--- src/rtl/twos_comp_serial_incr.sv ---
// Bit-serial +1 stage: adds one to a ones' complement word LSB first, one bit per clock.
// Optional final-carry port is enabled with `define TCS_CARRY_OUT_EN.
module twos_comp_serial_incr #(
    parameter int WIDTH = 16,
    parameter int CNT_W = 5
) (
    input  logic             clk,
    input  logic             rst_n,
    input  logic             in_valid,
    output logic             in_ready,
    input  logic [WIDTH-1:0] in_data,
    output logic             out_valid,
    input  logic             out_ready,
    output logic [WIDTH-1:0] out_data,
`ifdef TCS_CARRY_OUT_EN
    output logic             carry_out,
`endif
    output logic             busy
);

    typedef enum logic [1:0] {
        IDLE = 2'd0,
        RUN  = 2'd1,
        DONE = 2'd2
    } state_t;

    state_t           state_r;
    state_t           next_state_s;
    logic [WIDTH-1:0] sr_r;
    logic [WIDTH-1:0] shifted_s;
    logic [CNT_W-1:0] count_r;
    logic             carry_r;
    logic             sum_bit_s;
    logic             carry_step_s;
    logic             last_step_s;
    logic             accept_s;
    logic             in_ready_r;
    logic             out_valid_r;
    logic             busy_r;
    logic [WIDTH-1:0] out_data_r;
`ifdef TCS_CARRY_OUT_EN
    logic             carry_out_r;
`endif

    // Serial adder step and next-state decode
    always_comb begin
        next_state_s = state_r;
        accept_s     = 1'b0;
        sum_bit_s    = sr_r[0] ^ carry_r;
        carry_step_s = sr_r[0] & carry_r;
        shifted_s    = {sum_bit_s, sr_r[WIDTH-1:1]};
        last_step_s  = (count_r == CNT_W'(WIDTH - 1));
        case (state_r)
            IDLE: begin
                if (in_valid) begin
                    next_state_s = RUN;
                    accept_s     = 1'b1;
                end else begin
                    next_state_s = IDLE;
                end
            end
            RUN: begin
                // Fixed latency: no early exit once the carry dies out
                if (last_step_s) begin
                    next_state_s = DONE;
                end else begin
                    next_state_s = RUN;
                end
            end
            DONE: begin
                if (out_ready) begin
                    next_state_s = IDLE;
                end else begin
                    next_state_s = DONE;
                end
            end
            default: begin
                next_state_s = IDLE;
            end
        endcase
    end

    // State register and registered handshake/status flags
    always_ff @(posedge clk) begin
        if (!rst_n) begin
            state_r     <= IDLE;
            in_ready_r  <= 1'b1;
            out_valid_r <= 1'b0;
            busy_r      <= 1'b0;
        end else begin
            state_r     <= next_state_s;
            in_ready_r  <= (next_state_s == IDLE);
            out_valid_r <= (next_state_s == DONE);
            busy_r      <= (next_state_s != IDLE);
        end
    end

    // Shift register, bit counter, carry and result capture
    always_ff @(posedge clk) begin
        if (!rst_n) begin
            sr_r        <= {WIDTH{1'b0}};
            count_r     <= {CNT_W{1'b0}};
            carry_r     <= 1'b0;
            out_data_r  <= {WIDTH{1'b0}};
`ifdef TCS_CARRY_OUT_EN
            carry_out_r <= 1'b0;
`endif
        end else begin
            case (state_r)
                IDLE: begin
                    if (accept_s) begin
                        sr_r    <= in_data;
                        carry_r <= 1'b1;
                        count_r <= {CNT_W{1'b0}};
                    end
                end
                RUN: begin
                    sr_r    <= shifted_s;
                    carry_r <= carry_step_s;
                    count_r <= count_r + CNT_W'(1);
                    if (last_step_s) begin
                        out_data_r  <= shifted_s;
`ifdef TCS_CARRY_OUT_EN
                        carry_out_r <= carry_step_s;
`endif
                    end
                end
                DONE: begin
                    sr_r <= sr_r;
                end
                default: begin
                    sr_r <= sr_r;
                end
            endcase
        end
    end

    assign in_ready  = in_ready_r;
    assign out_valid = out_valid_r;
    assign busy      = busy_r;
    assign out_data  = out_data_r;
`ifdef TCS_CARRY_OUT_EN
    assign carry_out = carry_out_r;
`endif

endmodule
--- config.mk ---
export PLATFORM = sky130hd
export DESIGN_NAME = twos_comp_serial_incr
export DESIGN_NICKNAME = d
export VERILOG_FILES = /design/src/rtl/twos_comp_serial_incr.sv
export SDC_FILE = /design/constraint.sdc
export NUM_CORES = 1
export LEC_CHECK = 0
export CAP_MARGIN = 20
export CORE_ASPECT_RATIO = 2
export CORE_MARGIN = 4
export CORE_UTILIZATION = 55
export CTS_BUF_LIST = sky130_fd_sc_hd__clkbuf_8
export CTS_CLUSTER_SIZE = 8
export DETAILED_ROUTE_END_ITERATION = 10
export HOLD_SLACK_MARGIN = 0.06
export PLACE_DENSITY = 0.86
export SETUP_SLACK_MARGIN = 0.2
export SKIP_CTS_REPAIR_TIMING = 1
export SYNTH_ARGS = -nofsm -noshare
export SYNTH_HDL_FRONTEND = slang
export SYNTH_SLANG_ARGS = --single-unit
--- constraint.sdc ---
create_clock -name clk -period 4.7 [get_ports clk]
set_clock_uncertainty 0.1 [all_clocks]
set_input_delay 0.705 -clock clk [delete_from_list [all_inputs] [get_ports clk]]
set_output_delay 0.705 -clock clk [all_outputs]
set_load 0.01 [all_outputs]
==> reports/qor.csv <==
stage,metric,value,unit
global_route,grt_overflow_total,0,
finish,layout_commonest_cell,dfxtp_1,
sta,setup_viol,0,
sta,post-route-period-util,49.6,%
detailed_routing,first_iter_violations,53,
logic_synthesis,synth_cell_type_count,32,
global_route,grt_usage,21.7,%
logic_synthesis,syn-num-nets,214,
detailed_routing,ant_nets,0,
worst_setup_path,critical_path_buf_inv_count,1,
place,place_hpwl,2660,um
sta,hold_violations,0,
global_route,grt_max_degree,25,
die,die-area,4170,um^2
worst_setup_path,slowest_stage,or3b_1,
finish,final_cell_mix,"43 x dfxtp_1, 38 x clkdlybuf4s50_1, 36 x nor2_1",
die,die_y,87.4,um
logic_synthesis,synth_top_flop_cell,dfxtp_1,
worst_setup_path,slowest_delay,710,ps
sta,setup_slack,2370,ps
logic_synthesis,synth_area,1740,um^2
sta,rsz0062_at_grt,no,
hold_path,hold_end,out_data[10],
worst_setup_path,critical_path.reg2reg.endpoint,busy,
worst_setup_path,reg2reg_from,count_r[0],
detailed_routing,detail_route.wirelength,4110,um
worst_setup_path,path_delay_family,simple AND/OR/NAND/NOR gates,
die,start_util,57.6,%
logic_synthesis,yosysWarningCount,0,
power,p_per_area,368,nW/um^2
logic_synthesis,synth_edf_count,0,
logic_synthesis,async_reset_ff_share,0,%
die,core_area,3010,um^2
worst_setup_path,cp.depth,4,
sta,tightestPinTransition,936,ps
finish,area_growth,27.3,%
sta,fmax,0.429,GHz
hold_path,hp-class,reg2reg,
global_route,grt_pass1_wl,6580,um
worst_setup_path,path_class,in2reg,
run_status,outcome,completed,
global_route,grt_antenna_before_repair,0,
clock_tree,htreeDepth,2,
worst_setup_path,cp_cell_sequence,clkdlybuf4s50_1 > or3b_1 > o221ai_1 > nor2_1,
job,maxCapViolCount,0,
logic_synthesis,syn_avg_cell_area,9.09,um^2
die,fp-row-count,28,
worst_setup_path,r2r_cells,6,
detailed_routing,via_per_inst,5.77,
die,die_w,47.7,um
worst_setup_path,r2r_slack,2520,ps
finish,n_fill_cell,230,
sta,tns,0,ps
sta,drv_slew,0,
clock_tree,cts_root_buf,clkbuf_8,
detailed_routing,avgRoutedWirePerCell,16.2,um
global_route,grt_pass1_vias,1499,
worst_setup_path,cp_max_fo,15,
finish,num_antenna_cells,0,
logic_synthesis,syn_inst,191,
sta,slew-limit-headroom,37.6,%
worst_setup_path,cp.arrival,2400,ps
worst_setup_path,start_kind,input port,
clock_tree,clk_path_buf_depth,2,
finish,layout-drive-gt1-share,9.82,%
clock_tree,clock_latency,290,ps
detailed_routing,vias,1465,
finish,fin_nets,246,
hold_path,min_from,out_data[10],
clock_tree,clk_pin_slew_worst_paths,80,ps
place,gp_congestion,0.782,
clock_tree,cts_tree,built,
worst_setup_path,crit_required,4770,ps
sta,whs,355,ps
detailed_routing,first_pass_iters,4,
place,dp_slack,2140,ps
sta,period_needed,2330,ps
place,portBuffers,38,
worst_setup_path,endpoint_kind,flip-flop,
clock_tree,cts_sinks,43,
power,max-vdd-ir-drop,0.000407,V
clock_tree,numCtsBuffers,5,
die,io_pins,39,
power,p_leak,0.801,nW
hold_path,hold_path_depth,2,
detailed_routing,drc,0,
finish,post-route-util,73.3,%
logic_synthesis,yosysSeqAreaShare,49.6,%
logic_synthesis,synth_seq_cells,43,
[registers in the layout, indices dropped and copies added (netlist names)]
register,flops
count_r,5
carry_r,1
state_r,2
sr_r,16
in_ready,1
out_valid,1
out_data,16
busy,1
[metal layers]
layer	wire, um	part of all wire [%]	GRT usage (%)
met1	1550	38	23.9
met2	2300	56	37.9
met4	29	0.71	7.35
met5	0	0	0
met3	236	5.7	5.38
[logic make-up after synthesis]
logic type | Yosys count | share of synthesized area [%]
AOI/OAI and AO/OA | 44 | 21.7
DFF | 43 | 49.6
buffers and inverters | 16 | 5.26
adders and majority gates | 3 | 2.16
and+or+nand+nor | 85 | 21.3
[synthesized netlist by cell type, types with 3 or more instances]
cell | number | area [um^2]
a21oi_1 | 19 | 95.1
buf_2 | 6 | 30.0
clkbuf_1 | 3 | 11.3
dfxtp_1 | 43 | 861
ha_1 | 3 | 37.5
nand2_1 | 33 | 124
nor2_1 | 36 | 135
nor2b_1 | 3 | 18.8
o221ai_1 | 5 | 43.8
o221ai_2 | 10 | 150
[worst min-delay path, stage by stage, from the launching register on]
cell and delay, ps:
dfxtp_1 310, nand2_1 50, a21oi_1 50
[worst max path at each step]
stage | from | slack [ps] | to
finish | in_valid | 2370 | sr_r[3]
global route | in_valid | 2260 | sr_r[3]
CTS | in_valid | 2380 | sr_r[3]
detailed placement | rst_n | 2140 | busy
global placement | rst_n | 2190 | busy
floorplan | in_valid | 2970 | sr_r[10]
[power by group]
group / internal [mW] / leakage, nW / switching (mW)
Combinational: 0.0395 / 0.379 / 0.0412
Sequential: 0.382 / 0.352 / 0.0168
Clock: 0.210 / 0.0695 / 0.122
[area by class of cell]
type	count	area [um^2]	share of cell area (%)
flip-flops and latches	43	861	39.0
multi-input cells	132	783	35.4
inverters	2	7.51	0.340
clock inverters	3	63.8	2.89
repair buffers	39	388	17.6
clock buffers	5	68.8	3.11
well taps	30	37.5	1.70
[stage by stage]
| step | total power, mW | area [um^2] | instances |
|---|---|---|---|
| after global routing | 0.842 | 2210 | 254 |
| after floorplan | 0.458 | 1740 | 191 |
| after detailed placement | 0.486 | 2080 | 246 |
| after global placement | 0.481 | 2080 | 246 |
| final | 0.813 | 2210 | 254 |
| after CTS | 0.817 | 2210 | 254 |
Note: power is estimated with default switching activity, not from simulation.
